**src/rtl/traffic_master_if.sv**
```systemverilog
// Four-phase req/ack bus between the traffic master and a memory slave.
`timescale 1ns/1ps
interface traffic_master_if #(
  parameter int unsigned DATA_W = 32,
  parameter int unsigned ADDR_W = 32
);
  // Handshake: master raises req with cmd/addr/wdata stable; slave raises ack
  // (rdata valid while ack=1 on a read); master drops req; slave drops ack.
  // req only rises again once ack has been seen low.
  logic              req;
  logic              cmd;
  logic [ADDR_W-1:0] addr;
  logic [DATA_W-1:0] wdata;
  logic              ack;
  logic [DATA_W-1:0] rdata;

  modport master (output req, cmd, addr, wdata, input ack, rdata);
  modport slave  (input req, cmd, addr, wdata, output ack, rdata);
endinterface

```
**src/rtl/traffic_master.sv**
```systemverilog
// Bus traffic generator: stepped write/read-back pairs over the four-phase bus.
// Define TRAFFIC_MASTER_CHECK_EN to enable read-back compare and err_cnt.
`timescale 1ns/1ps
module traffic_master #(
  parameter int unsigned DATA_W    = 32,
  parameter int unsigned ADDR_W    = 32,
  parameter int unsigned NUM_PAIRS = 16,
  parameter logic [63:0] BASE_ADDR = 64'h0,
  parameter logic [63:0] ADDR_STEP = 64'hCE2,
  parameter int unsigned N         = 0,
  parameter logic [63:0] DATA_SEED = 64'h0,
  parameter logic [63:0] DATA_STEP = 64'h345,
  parameter int unsigned TIMEOUT   = 255
) (
  input  logic             clk,
  input  logic             rst,
  traffic_master_if.master bus,
  input  logic             start,
  output logic             busy,
  output logic             done,
  output logic             timeout,
  output logic [15:0]      err_cnt,
  output logic [2:0]       dbg_state
);

  localparam logic [ADDR_W-1:0] ADDR_BASE = ADDR_W'(BASE_ADDR);
  localparam logic [ADDR_W-1:0] ADDR_INC  = ADDR_W'(ADDR_STEP >> N);
  localparam logic [DATA_W-1:0] DATA_BASE = DATA_W'(DATA_SEED);
  localparam logic [DATA_W-1:0] DATA_INC  = DATA_W'(DATA_STEP);
  localparam logic [16:0]       LAST_K    = 17'(2 * NUM_PAIRS - 1);
  localparam logic [15:0]       TO_LAST   = 16'(TIMEOUT - 1);

  typedef enum logic [2:0] {
    S_IDLE      = 3'd0,
    S_REQ       = 3'd1,
    S_WAIT_NACK = 3'd2,
    S_NEXT      = 3'd3,
    S_DONE      = 3'd4
  } state_e;

  state_e            state_q, state_d;
  logic [16:0]       k_q, k_d;
  logic [ADDR_W-1:0] addr_acc_q, addr_acc_d;
  logic [DATA_W-1:0] data_acc_q, data_acc_d;
  logic [15:0]       cnt_q, cnt_d;
  logic              req_q, req_d;
  logic              cmd_q, cmd_d;
  logic [ADDR_W-1:0] addr_q, addr_d;
  logic [DATA_W-1:0] wdata_q, wdata_d;
  logic              busy_q, busy_d;
  logic              done_q, done_d;
  logic              timeout_q, timeout_d;

  always_comb begin
    state_d    = state_q;
    k_d        = k_q;
    addr_acc_d = addr_acc_q;
    data_acc_d = data_acc_q;
    cnt_d      = cnt_q;
    req_d      = req_q;
    cmd_d      = cmd_q;
    addr_d     = addr_q;
    wdata_d    = wdata_q;
    done_d     = done_q;
    timeout_d  = timeout_q;
    unique case (state_q)
      S_IDLE, S_DONE: begin
        if (start) begin
          done_d     = 1'b0;
          timeout_d  = 1'b0;
          k_d        = '0;
          addr_acc_d = ADDR_BASE;
          data_acc_d = DATA_BASE;
          cnt_d      = '0;
          req_d      = 1'b1;
          cmd_d      = 1'b1;
          addr_d     = ADDR_BASE;
          wdata_d    = DATA_BASE;
          state_d    = S_REQ;
        end
      end
      S_REQ: begin
        if (bus.ack) begin
          req_d   = 1'b0;
          cnt_d   = '0;
          state_d = S_WAIT_NACK;
        end else if (cnt_q == TO_LAST) begin
          req_d     = 1'b0;
          timeout_d = 1'b1;
          done_d    = 1'b1;
          state_d   = S_DONE;
        end else begin
          cnt_d = cnt_q + 16'd1;
        end
      end
      S_WAIT_NACK: begin
        if (!bus.ack) begin
          state_d = S_NEXT;
        end else if (cnt_q == TO_LAST) begin
          timeout_d = 1'b1;
          done_d    = 1'b1;
          state_d   = S_DONE;
        end else begin
          cnt_d = cnt_q + 16'd1;
        end
      end
      S_NEXT: begin
        if (k_q == LAST_K) begin
          done_d  = 1'b1;
          state_d = S_DONE;
        end else begin
          k_d = k_q + 17'd1;
          // The accumulators advance only after the read half of a pair.
          if (k_q[0]) begin
            addr_acc_d = addr_acc_q + ADDR_INC;
            data_acc_d = data_acc_q + DATA_INC;
          end
          cmd_d   = k_q[0];
          addr_d  = addr_acc_d;
          wdata_d = k_q[0] ? data_acc_d : '0;
          req_d   = 1'b1;
          cnt_d   = '0;
          state_d = S_REQ;
        end
      end
      default: state_d = S_IDLE;
    endcase
  end

  assign busy_d = (state_d == S_REQ) || (state_d == S_WAIT_NACK) || (state_d == S_NEXT);

  always_ff @(posedge clk or posedge rst) begin
    if (rst) begin
      state_q    <= S_IDLE;
      k_q        <= '0;
      addr_acc_q <= '0;
      data_acc_q <= '0;
      cnt_q      <= '0;
      req_q      <= 1'b0;
      cmd_q      <= 1'b0;
      addr_q     <= '0;
      wdata_q    <= '0;
      busy_q     <= 1'b0;
      done_q     <= 1'b0;
      timeout_q  <= 1'b0;
    end else begin
      state_q    <= state_d;
      k_q        <= k_d;
      addr_acc_q <= addr_acc_d;
      data_acc_q <= data_acc_d;
      cnt_q      <= cnt_d;
      req_q      <= req_d;
      cmd_q      <= cmd_d;
      addr_q     <= addr_d;
      wdata_q    <= wdata_d;
      busy_q     <= busy_d;
      done_q     <= done_d;
      timeout_q  <= timeout_d;
    end
  end

`ifdef TRAFFIC_MASTER_CHECK_EN
  logic [15:0] err_q, err_d;

  // rdata is captured on the same edge that sees ack high during a read.
  always_comb begin
    err_d = err_q;
    if (((state_q == S_IDLE) || (state_q == S_DONE)) && start) begin
      err_d = '0;
    end else if ((state_q == S_REQ) && bus.ack && !cmd_q &&
                 (bus.rdata != data_acc_q) && (err_q != 16'hFFFF)) begin
      err_d = err_q + 16'd1;
    end
  end

  always_ff @(posedge clk or posedge rst) begin
    if (rst) err_q <= '0;
    else     err_q <= err_d;
  end

  assign err_cnt = err_q;
`else
  logic unused_rdata;
  assign unused_rdata = ^bus.rdata;
  assign err_cnt      = 16'h0;
`endif

  assign bus.req   = req_q;
  assign bus.cmd   = cmd_q;
  assign bus.addr  = addr_q;
  assign bus.wdata = wdata_q;
  assign busy      = busy_q;
  assign done      = done_q;
  assign timeout   = timeout_q;
  assign dbg_state = state_q;

endmodule
```
**src/flat_wrapper.sv**
```systemverilog
// flat-port wrapper written by rule: the top's interface ports become plain ports
module traffic_master_flat 
#(
  parameter int unsigned DATA_W    = 32,
  parameter int unsigned ADDR_W    = 32,
  parameter int unsigned NUM_PAIRS = 16,
  parameter logic [63:0] BASE_ADDR = 64'h0,
  parameter logic [63:0] ADDR_STEP = 64'hCE2,
  parameter int unsigned N         = 0,
  parameter logic [63:0] DATA_SEED = 64'h0,
  parameter logic [63:0] DATA_STEP = 64'h345,
  parameter int unsigned TIMEOUT   = 255
)
  (clk, rst, start, busy, done, timeout, err_cnt, dbg_state, bus_req, bus_cmd, bus_addr, bus_wdata, bus_ack, bus_rdata);
  traffic_master_if #(.DATA_W(DATA_W), .ADDR_W(ADDR_W)) bus_i ();
  input  logic clk;
  input  logic rst;
  input  logic start;
  output logic busy;
  output logic done;
  output logic timeout;
  output logic [15:0] err_cnt;
  output logic [2:0] dbg_state;
  output wire logic [$bits(bus_i.req)-1:0] bus_req;
  output wire logic [$bits(bus_i.cmd)-1:0] bus_cmd;
  output wire logic [$bits(bus_i.addr)-1:0] bus_addr;
  output wire logic [$bits(bus_i.wdata)-1:0] bus_wdata;
  input wire logic [$bits(bus_i.ack)-1:0] bus_ack;
  input wire logic [$bits(bus_i.rdata)-1:0] bus_rdata;
  assign bus_req = bus_i.req;
  assign bus_cmd = bus_i.cmd;
  assign bus_addr = bus_i.addr;
  assign bus_wdata = bus_i.wdata;
  assign bus_i.ack = bus_ack;
  assign bus_i.rdata = bus_rdata;
  traffic_master #(.DATA_W(DATA_W), .ADDR_W(ADDR_W), .NUM_PAIRS(NUM_PAIRS), .BASE_ADDR(BASE_ADDR), .ADDR_STEP(ADDR_STEP), .N(N), .DATA_SEED(DATA_SEED), .DATA_STEP(DATA_STEP), .TIMEOUT(TIMEOUT)) u_core (.clk(clk), .rst(rst), .bus(bus_i), .start(start), .busy(busy), .done(done), .timeout(timeout), .err_cnt(err_cnt), .dbg_state(dbg_state));
endmodule
```
**config.mk**
```make
export PLATFORM = sky130hd
export DESIGN_NAME = traffic_master_flat
export DESIGN_NICKNAME = d
export VERILOG_FILES = /design/src/rtl/traffic_master_if.sv /design/src/rtl/traffic_master.sv /design/src/flat_wrapper.sv
export SDC_FILE = /design/constraint.sdc
export NUM_CORES = 1
export LEC_CHECK = 0
export ABC_AREA = 1
export BUFFER_PORTS_ARGS = -buffer_cell sky130_fd_sc_hd__buf_2
export CAP_MARGIN = 0
export CORE_UTILIZATION = 30
export DETAILED_ROUTE_END_ITERATION = 6
export MAX_ROUTING_LAYER = met4
export RECOVER_POWER = 50
export SLEW_MARGIN = 20
export SYNTH_ARGS = -nofsm -noshare
export SYNTH_HDL_FRONTEND = slang
export SYNTH_SLANG_ARGS = --single-unit
```
**constraint.sdc**
```tcl
create_clock -name clk -period 4.99 [get_ports clk]
set_clock_uncertainty 0.05 [all_clocks]
set_input_delay 0.499 -clock clk [delete_from_list [all_inputs] [get_ports clk]]
set_output_delay 0.499 -clock clk [all_outputs]
set_load 0.01 [all_outputs]
```
======== After elaboration in Yosys (flattened, before gate mapping) ========
Index checks and enable logic that the tools add are counted.
operators by class
  add/sub/neg operators ................... 4
  equality and inequality tests ........... 16
  multiplexer cells ....................... 42
  reductions and logical operators ........ 14
operator list
  operator                                        count
  two-way mux 32 bit                              7
  one-hot mux 32 bit (2 select lines)             3
  two-way mux 16 bit                              5
  one-hot mux 16 bit (4 select lines)             1
  two-way mux 17 bit                              2
  one-hot mux 17 bit (2 select lines)             1
  adder 32 x 10 -> 32 bit, second input constant  1
  adder 32 x 12 -> 32 bit, second input constant  1
  adder 17 x 1 -> 17 bit, second input constant   1
  == test 17 x 5 -> 1 bit, second input constant  1
  adder 16 x 1 -> 16 bit, second input constant   1
  == test 16 x 8 -> 1 bit, second input constant  1
  AND reduction 4 bit                             4
  two-way mux 3 bit                               5
  two-way mux 1 bit                               13
  == test 3 x 2 -> 1 bit, second input constant   4
  one-hot mux 3 bit (4 select lines)              1
  inequality test 2 bit, second input constant    4
  == test 3 x 1 -> 1 bit, second input constant   2
  one-hot mux 1 bit (3 select lines)              2
  nonzero test 3 bit                              2
  AND reduction 5 bit                             1
  one-hot mux 1 bit (4 select lines)              1
  nonzero test 4 bit                              1
  other kinds (10)                                11
word-level totals
  bits in registers ....................... 137
  bits of input ports ..................... 36
  output and inout bits ................... 88
  word-level logic and storage cells ...... 87

======== Logic depth before layout (Yosys ltp) ========
Gate-level depths: netlist (run 1).
  depth in word-level cells ............... 7
  gate-level depth with buffers ........... 13
  depth with buffers taken out ............ 12

======== Worst setup path after synthesis (run 1) ========
Ideal clock, no wire load.
  path type ............................... reg-to-reg
  start point ............................. register u_core.k_q[1]
  end point ............................... register u_core.addr_acc_q[19]
  setup time .............................. 119 ps
  arrival ................................. 1,539 ps
  data required time ...................... 4,821 ps
  path slack .............................. 3,282 ps
  cell stages (with the launch flop) ...... 14
  path buffers ............................ 1
  period minus slack after synthesis ...... 1,708 ps
  path through ............................ dfrtp_1 ha_1 nand2_1 inv_2 nand2_4 nor2_8 nand3_4 nand2_4 nand2_4 nor2_8 inv_2 buf_4 nand2_1 o21ai_2
between the ends
  longest elaborated chain between the ends .. 3
  elaborated cells on any way between the ends .. 4
  those cells by class .................... 3 x eq/ne; 1 x reduce/logical
RTL lines
  element                                                                                          RTL line               RTL
  start: declaration                                                                               traffic_master.sv:42   logic [16:0] k_q, k_d;
  start signal: assignment                                                                         traffic_master.sv:148  k_q <= k_d;
  == test 17 x 5 -> 1 bit (*)                                                                      traffic_master.sv:108  if (k_q == LAST_K) begin
  inequality test 3 x 1 -> 1 bit (no source line) / inequality test 2 bit (equally long branches)  --
  AND reduction 4 bit (no source line) (*)                                                         --
  end signal: assignment                                                                           traffic_master.sv:149  addr_acc_q <= addr_acc_d;
  end: declaration                                                                                 traffic_master.sv:43   logic [ADDR_W-1:0] addr_acc_q, addr_acc_d;
Every way passes the cells marked *; elsewhere a longest branch is shown, timed or not.
A chain may end at the register's enable or synchronous reset.

======== Worst setup path in the final report (run 1) ========
  start point ............................. register u_core.k_q[0]
  end point ............................... register u_core.busy_q, in the netlist u_core.busy
between the ends
  longest elaborated chain between the ends .. 6
  elaborated cells on any way between the ends .. 8
  those cells by class .................... 4 x eq/ne; 2 x mux; 2 x reduce/logical
RTL lines
  element                                                                  RTL line               RTL
  == test 17 x 5 -> 1 bit (*)                                              traffic_master.sv:108
  two-way mux 3 bit (*)                                                    traffic_master.sv:108
  one-hot mux 3 bit (4 select lines) (*)                                   traffic_master.sv:66   unique case (state_q)
  == test 3 x 1 -> 1 bit / == test 3 x 2 -> 1 bit (equally long branches)  traffic_master.sv:130  assign busy_d = (state_d == S_REQ) || (state_d == S_WAIT_NACK) || (state_d == S_NEXT);
  logical OR 1 bit                                                         traffic_master.sv:130
  logical OR 1 bit (*)                                                     traffic_master.sv:130
  net u_core.busy_d                                                        traffic_master.sv:50   logic busy_q, busy_d;
  end signal: assignment                                                   traffic_master.sv:156  busy_q <= busy_d;
  end: declaration                                                         traffic_master.sv:50
Mark *: on every way through the listed nets, which the timed path passes. The rest lies on a longest branch.

==> results of run 1 <==
-- sequential cells by signal, summed over array words and instances, names as in the netlist --
name	count
u_core.addr_acc_q	31
u_core.bus.cmd	1
u_core.bus.req	1
u_core.bus.wdata	32
u_core.busy	1
u_core.cnt_q	16
u_core.data_acc_q	32
u_core.dbg_state	3
u_core.done	1
u_core.k_q	17
u_core.timeout	1
-- synth_stat cells (all sizes together) --
library cell	n
clkbuf	12
nand2	385
xnor2	4
nand3b	7
nand4	42
o21bai	1
o211ai	4
or2	2
o21ai	115
nor2	124
o41ai	1
and2	1
o32ai	1
o22ai	7
dfrtp	136
conb	1
xor2	25
a21o	1
a22o	1
buf	42
inv	139
nor4	2
a21oi	10
nand3	135
nor3	27
ha	6
o31ai	1
-- where the power goes --
part	total, mW	internal (mW)	switching, mW
clock network	1.33	0.788	0.542
logic	1.67	0.402	1.26
registers	1.58	1.34	0.240
-- per-layer routing --
metal / up-vias / share of wire [%] / global-route usage (%)
li1: 4074 / - / -
met3: 25 / 4.0 / 3.400
met1: 3834 / 49 / 21.94
met5: - / 0 / -
met2: 161 / 45 / 25.89
met4: 0 / 1.5 / 5.901
-- worst max-delay path: stages (launching register included) --
cell	delay [ps]
sky130_fd_sc_hd__dfrtp_1	320
sky130_fd_sc_hd__buf_4	370
sky130_fd_sc_hd__ha_1	240
sky130_fd_sc_hd__nand2_1	80
sky130_fd_sc_hd__inv_2	80
sky130_fd_sc_hd__nand2_4	80
sky130_fd_sc_hd__nor2_8	140
sky130_fd_sc_hd__nand3_4	100
sky130_fd_sc_hd__nand2_4	160
sky130_fd_sc_hd__nand2_4	310
sky130_fd_sc_hd__inv_2	700
sky130_fd_sc_hd__nand4_1	180
-- worst min path at each step --
stage                               startpoint                   end  cells past startpoint
final                                    start         u_core.k_q[3]                      4
after global routing                     start   u_core.dbg_state[2]                      4
after CTS                                  rst  u_core.bus.wdata[26]                      2
after detailed placement        u_core.bus.req        u_core.bus.req                      2
after global placement    u_core.bus.wdata[28]  u_core.bus.wdata[28]                      2
after floorplan               u_core.cnt_q[15]      u_core.cnt_q[15]                      2
-- kinds of logic (layout without fill, tap and decap cells) --
kind of cell / after synthesis / after routing
and+or+nand+nor: 725 / 725
DFF: 136 / 136
buffers and inverters: 193 / 247
adders and majority gates: 6 / 6
other: 1 / 17
xor gates and xnor gates: 29 / 29
AOI/OAI and AO/OA: 142 / 142
-- area by class of cell --
type / count / area (um2)
repair buffers: 77 / 324.1
flip-flops and latches: 136 / 3403
fillers: 3063 / 18230
well taps: 378 / 473.0
inverters: 139 / 525.5
multi-input cells: 919 / 4384
clock inverters: 14 / 172.7
clock buffers: 17 / 425.4
-- stage by stage --
stage / hold WS [ps] / power [mW]
2_1_floorplan: 420.6 / 2.880
3_5_place_dp: 412.2 / 3.306
3_3_place_gp: 410.3 / 3.276
6_report: 394.5 / 4.581
5_1_grt: 419.5 / 4.913
4_1_cts: 289.2 / 4.655
==> PnR_summary.wiki, run 1 <==
{| class="wikitable"
! Metric !! Value
|-
| Remaining max-slew budget at the tightest pin || -55.32%
|-
| Post-CTS setup buffer count || 0
|-
| Final-layout setup total negative slack || 0 ps
|-
| Startpoint kind of the worst setup timing path || register
|-
| Top-area cell type share of the netlist area || 39.67%
|-
| Reg-to-Reg Start || u_core.k_q[0]
|-
| First-pass iteration count of the detailed router || 5
|-
| Final Slew Violations || just over 100
|-
| Netlist cell types || 41
|-
| CTS tree || yes
|-
| Crit path kind || reg2reg
|-
| Layout cells sized above 1 || roughly 7.5%
|-
| FF+latch count, synth || ~140
|-
| Power per Cell Area || 471.9 mW/mm2
|-
| Worst EP arrival || approximately 3200 ps
|-
| Pre-CTS setup slack || 1923 ps
|-
| Combinational family with the most area after synthesis || simple AND/OR/NAND/NOR gates
|-
| Post-Synthesis Mean Instance Area || 6.964 um2
|-
| Die boundary width || approximately 170 um
|-
| Wire length per cell || around 14 um
|-
| Starting Density || between 30% and 40%
|-
| Initial antenna violation count || 0
|-
| Maximum VDD drop || around 280 uV
|-
| Req. time, crit path || ~5200 ps
|-
| Violations in the final reports || max-capacitance violations, max-slew violations
|-
| Area share of xor/xnor cells in the synthesized design || under 10%
|-
| Routability Congestion || between 0.8 and 0.9
|-
| Time the final worst path needs with I/O delays and setup || between 3000 and 4000 ps
|-
| Timing-limited maximum frequency || about 330 MHz
|-
| Highest-count cells in the layout ignoring fill and taps || sky130_fd_sc_hd__nand2_1, sky130_fd_sc_hd__dfrtp_1, sky130_fd_sc_hd__nand3_1
|-
| Share of the clock period used by the worst path || approximately 60%
|-
| Run status || complete, but fails checks
|-
| CTS buffer count || 17
|-
| CTS Sinks || 136
|-
| Via count of the first global-routing pass || about 7,700
|-
| Aggregate global routing overflow || 0
|-
| Capture point of the critical path || u_core.busy
|-
| Number of buffer cells added on primary ports || 74
|-
| Gates resized, CTS repair || 0
|-
| Ant diodes || 0
|-
| Number of nets in the finished design || between 1,000 and 1,500
|-
| Maximum number of pins on one net before global-route repair || between 100 and 150
|-
| Compound-gate portion of the synthesized area || a little under a tenth
|-
| Maximum fanout count along the critical path || 44
|-
| Number of buffers inserted by hold repair at cts || 0
|-
| Worst Reg-to-Reg Cells || 11
|-
| Cells taking the most area after synthesis || sky130_fd_sc_hd__dfrtp_1, sky130_fd_sc_hd__nand2_1, sky130_fd_sc_hd__nand3_1
|-
| Clock transition at the register clock pins on the worst setup and hold paths after CTS || 70 ps
|-
| Half-perimeter wire length after placement || around 16,000 um
|-
| Cell area reported after detailed placement || between 0.009 and 0.01 mm2
|-
| Number of ports placed on the die boundary || ~120
|-
| Post-synthesis adder-cell area fraction || 0.8750%
|-
| Dominant cell type by area after synthesis || sky130_fd_sc_hd__dfrtp_1
|-
| Part of the Yosys area used for sequential elements || around two fifths
|-
| Drc violations || 0
|-
| Slew at the pin with the worst max-slew slack || between 2000 and 2500 ps
|-
| Leading cell type in the layout, fill and taps excluded || sky130_fd_sc_hd__nand2_1
|-
| Maximum Capacitance Violations || 1
|-
| Leak pwr || between 4 and 5 nW
|-
| Clock network latency to the later pin of the worst-skew pair || ~440 ps
|-
| Root buffer cell || sky130_fd_sc_hd__clkbuf_16
|-
| Multiplexer share of the synthesized area || 0%
|-
| Worst setup path startpoint || u_core.k_q[0]
|-
| Cells after synthesis || 1,232
|-
| Remaining antenna violation count after routing || 0
|-
| Area of all placed cells without fillers || just under 0.01 mm2
|-
| Layout-stage area growth over the synthesis result || 13.15%
|-
| Synthesis warning total || 0
|-
| Setup-failing EPs final || 0
|-
| Post-synthesis share of cell area spent on and, or, nand and nor gates || between 30% and 40%
|-
| Clk buf depth || 2
|-
| Tot GR Track Use || between 10% and 20%
|-
| Die Y || roughly 170 um
|-
| Worst Setup End Kind || register
|-
| Area of the die || around 0.029 mm2
|-
| Area of the core || 0.02793 mm2
|-
| Summed instance area of the synthesized netlist || 0.008579 mm2
|-
| Final hold violation count || 0
|-
| Worst setup slack after layout || approximately 2000 ps
|-
| Register-to-Register Setup Slack || roughly 2000 ps
|-
| Core utilization of the finished layout || between 30% and 40%
|-
| Setup repair after global routing missed its margin || no
|-
| Wire length of the first global-routing pass || roughly 38,000 um
|-
| H-tree depth reported by CTS || 4
|-
| Number of vias in the routed layout || slightly above 8,000
|-
| Type of the tightest min-delay check || in2reg
|-
| Final Non-Filler Cells || around 1,700
|-
| Placed Cells incl. Taps || 1,649
|-
| Via/cell ratio || between 4 and 5
|-
| Post-detailed-routing wire length || roughly 23,000 um
|-
| Rows || a little over 60
|-
| Worst r2r dst || u_core.busy
|-
| Initial detailed-routing violation count || 523
|}
No activity file was read; power rests on OpenSTA's default activity.
==> run 2, diff against run 1 <==
Clock period 4.99 ns to 3.1 ns, I/O delays scaled along.
==> PnR_summary.wiki, run 2 (synthesized netlist as in run 1, its figures left out) <==
{| class="wikitable"
! Metric !! Value
|-
| Cell-by-cell trace of the critical path || inv_2, nand2_1, nor2_2, inv_1, nor2_1, nand2_4, nand2_4, nor2_8, inv_2, nand2_1, o21ai_2 (was buf_4, ha_1, nand2_1, inv_2, nand2_4, nor2_8, nand3_4, nand2_4, nand2_4, inv_2, nand4_1)
|-
| Via count of the first global-routing pass || 7,665 (was 7,693)
|-
| Leading cell type in the layout, fill and taps excluded || sky130_fd_sc_hd__nand2_1 (unchanged)
|-
| Maximum fanout count along the critical path || 40 (was 44)
|-
| Cell area reported after detailed placement || 0.009236 mm2 (was 0.009180 mm2)
|-
| Worst Setup End Kind || register (unchanged)
|-
| Area of the die || 0.02928 mm2 (unchanged)
|-
| Startpoint of the most critical hold path || start (unchanged)
|-
| Maximum Capacitance Violations || 1 (unchanged)
|-
| Setup repair after global routing missed its margin || no (unchanged)
|-
| Final hold violation count || 0 (unchanged)
|-
| Remaining antenna violation count after routing || 0 (unchanged)
|-
| Cell with the largest stage delay on the worst path || sky130_fd_sc_hd__inv_2 (unchanged)
|-
| Timing-limited maximum frequency || 413.9 MHz (was 332.6 MHz)
|-
| Layout-stage area growth over the synthesis result || 13.71% (was 13.15%)
|-
| Run status || complete, but fails checks (unchanged)
|-
| Initial antenna violation count || 0 (unchanged)
|-
| Share of the clock period used by the worst path || 77.94% (was 60.26%)
|-
| Root buffer cell || sky130_fd_sc_hd__clkbuf_16 (unchanged)
|-
| Violations in the final reports || max-capacitance violations, max-slew violations (unchanged)
|-
| Reg-to-Reg Start || u_core.dbg_state[2] (was u_core.k_q[0])
|-
| Wire length of the first global-routing pass || 38,290 um (was 37,890 um)
|-
| Wire length per cell || 13.32 um (was 13.51 um)
|-
| Number of vias in the routed layout || 8,086 (was 8,094)
|-
| Aggregate global routing overflow || 0 (unchanged)
|-
| Power per Cell Area || 749.9 mW/mm2 (was 471.9 mW/mm2)
|-
| Worst r2r dst || u_core.addr_acc_q[31] (was u_core.busy)
|-
| Clock transition at the register clock pins on the worst setup and hold paths after CTS || 70 ps (about the same)
|-
| Die boundary width || 171.1 um (unchanged)
|-
| Clock network latency to the later pin of the worst-skew pair || 430 ps (was 440 ps)
|-
| Register-to-Register Setup Slack || 680 ps (was 1980 ps)
|-
| H-tree depth reported by CTS || 4 (unchanged)
|-
| Post-detailed-routing wire length || 22,460 um (was 22,700 um)
|-
| Remaining max-slew budget at the tightest pin || -36.96% (was -55.32%)
|-
| Layout cells sized above 1 || 9.549% (was 7.527%)
|-
| Req. time, crit path || 3410 ps (was 5220 ps)
|-
| Gates resized, CTS repair || 0 (unchanged)
|-
| Worst EP arrival || 2720 ps (was 3230 ps)
|-
| Via/cell ratio || 4.793 (was 4.818)
|-
| Area of the core || 0.02793 mm2 (unchanged)
|-
| Type of the tightest min-delay check || in2reg (unchanged)
|-
| First-pass iteration count of the detailed router || 5 (unchanged)
|-
| Logic depth of the worst setup path including buffers || 11 (unchanged)
|-
| Time the final worst path needs with I/O delays and setup || 2416 ps (was 3007 ps)
|-
| Maximum VDD drop || 447.8 uV (was 276.0 uV)
|-
| Tot GR Track Use || 16.72% (was 16.85%)
|-
| Die Y || 171.1 um (unchanged)
|-
| Worst Reg-to-Reg Cells || 11 (unchanged)
|-
| Number of buffers inserted by hold repair at cts || 0 (unchanged)
|-
| Number of cells on the worst hold path || 4 (unchanged)
|-
| Initial detailed-routing violation count || 563 (was 523)
|-
| Number of nets in the finished design || 1,338 (was 1,332)
|-
| Core utilization of the finished layout || 34.92% (was 34.75%)
|-
| Buffers and inverters on the worst path || 3 (unchanged)
|-
| Routability Congestion || 0.9007 (was 0.8997)
|-
| Largest delay contributor family on the critical path || simple AND/OR/NAND/NOR gates (was buffers and inverters)
|-
| Number of ports placed on the die boundary || 124 (unchanged)
|-
| Area of all placed cells without fillers || 0.009756 mm2 (was 0.009708 mm2)
|-
| Starting Density || 30.71% (unchanged)
|-
| Maximum number of pins on one net before global-route repair || 137 (was 101)
|-
| Leak pwr || 4.597 nW (was 4.496 nW)
|-
| CTS tree || yes (unchanged)
|-
| Slew at the pin with the worst max-slew slack || 2054 ps (was 2330 ps)
|-
| Highest-count cells in the layout ignoring fill and taps || sky130_fd_sc_hd__nand2_1, sky130_fd_sc_hd__dfrtp_1, sky130_fd_sc_hd__nand3_1 (unchanged)
|-
| Crit path kind || reg2reg (unchanged)
|-
| Drc violations || 0 (unchanged)
|-
| Number of buffer cells added on primary ports || 74 (unchanged)
|-
| Hold Path Sink || u_core.k_q[3] (unchanged)
|-
| Post-CTS setup buffer count || 0 (unchanged)
|-
| Startpoint kind of the worst setup timing path || register (unchanged)
|-
| Clk buf depth || 2 (unchanged)
|-
| Setup-failing EPs final || 0 (unchanged)
|-
| Final-layout setup total negative slack || 0 ps (unchanged)
|-
| Ant diodes || 0 (unchanged)
|-
| CTS buffer count || 17 (unchanged)
|-
| Rows || 61 (unchanged)
|-
| Half-perimeter wire length after placement || 15,480 um (was 15,630 um)
|-
| Final Slew Violations || 137 (was 101)
|-
| CTS Sinks || 136 (unchanged)
|-
| Highest cell delay on the worst timing path || 530 ps (was 700 ps)
|}
## run 2: how the worst max path moves through the flow
stage                                   start                     to  slack, ps
after floorplan                           rst  u_core.addr_acc_q[10]       1050
after global placement    u_core.dbg_state[2]  u_core.addr_acc_q[16]        730
after detailed placement  u_core.dbg_state[2]  u_core.addr_acc_q[16]        660
after CTS                 u_core.dbg_state[2]  u_core.addr_acc_q[16]        640
after global routing      u_core.dbg_state[2]  u_core.addr_acc_q[25]        440
final                     u_core.dbg_state[2]  u_core.addr_acc_q[31]        680
## run 2: metal layers
metal  up-vias  share of wire (%)  wire length, um  track usage (%)
met5         -                  0                0                -
li1       4088                  -                -                -
met2       179                 46            10240            26.30
met1      3785                 49            11070            22.20
met3        34                3.7              832            2.452
met4         0                1.4              322            4.891
## run 2: area by class of cell
class	instances	area [um2]
Tap cell	378	473.0
Fill cell	3036	18180
Sequential cell	136	3403
Inverter	139	523.0
Timing Repair Buffer	83	394.1
Clock inverter	15	152.6
Clock buffer	17	425.4
Multi-Input combinational cell	919	4384
## run 2: report_power, final
part	total, mW	switching, mW	internal [mW]
Sequential	2.56	0.397	2.16
Combinational	2.74	2.03	0.703
Clock	2.02	0.943	1.08
## run 2: through the flow
stage / total power [mW] / worst slack [ps] / hold WS, ps / cells
after floorplan: 4.637 / 1047 / 420.6 / 1248
after global placement: 5.327 / 726.7 / 410.1 / 1655
after detailed placement: 5.377 / 656.6 / 411.3 / 1655
after CTS: 7.438 / 640.0 / 116.3 / 1687
after global routing: 7.863 / 439.4 / 282.9 / 1687
final: 7.316 / 683.8 / 235.3 / 1687
## run 2: tightest hold or removal path: stages
cell and delay [ps]:
sky130_fd_sc_hd__buf_2 100, sky130_fd_sc_hd__inv_1 70, sky130_fd_sc_hd__nor2_1 90, sky130_fd_sc_hd__nor2_1 100
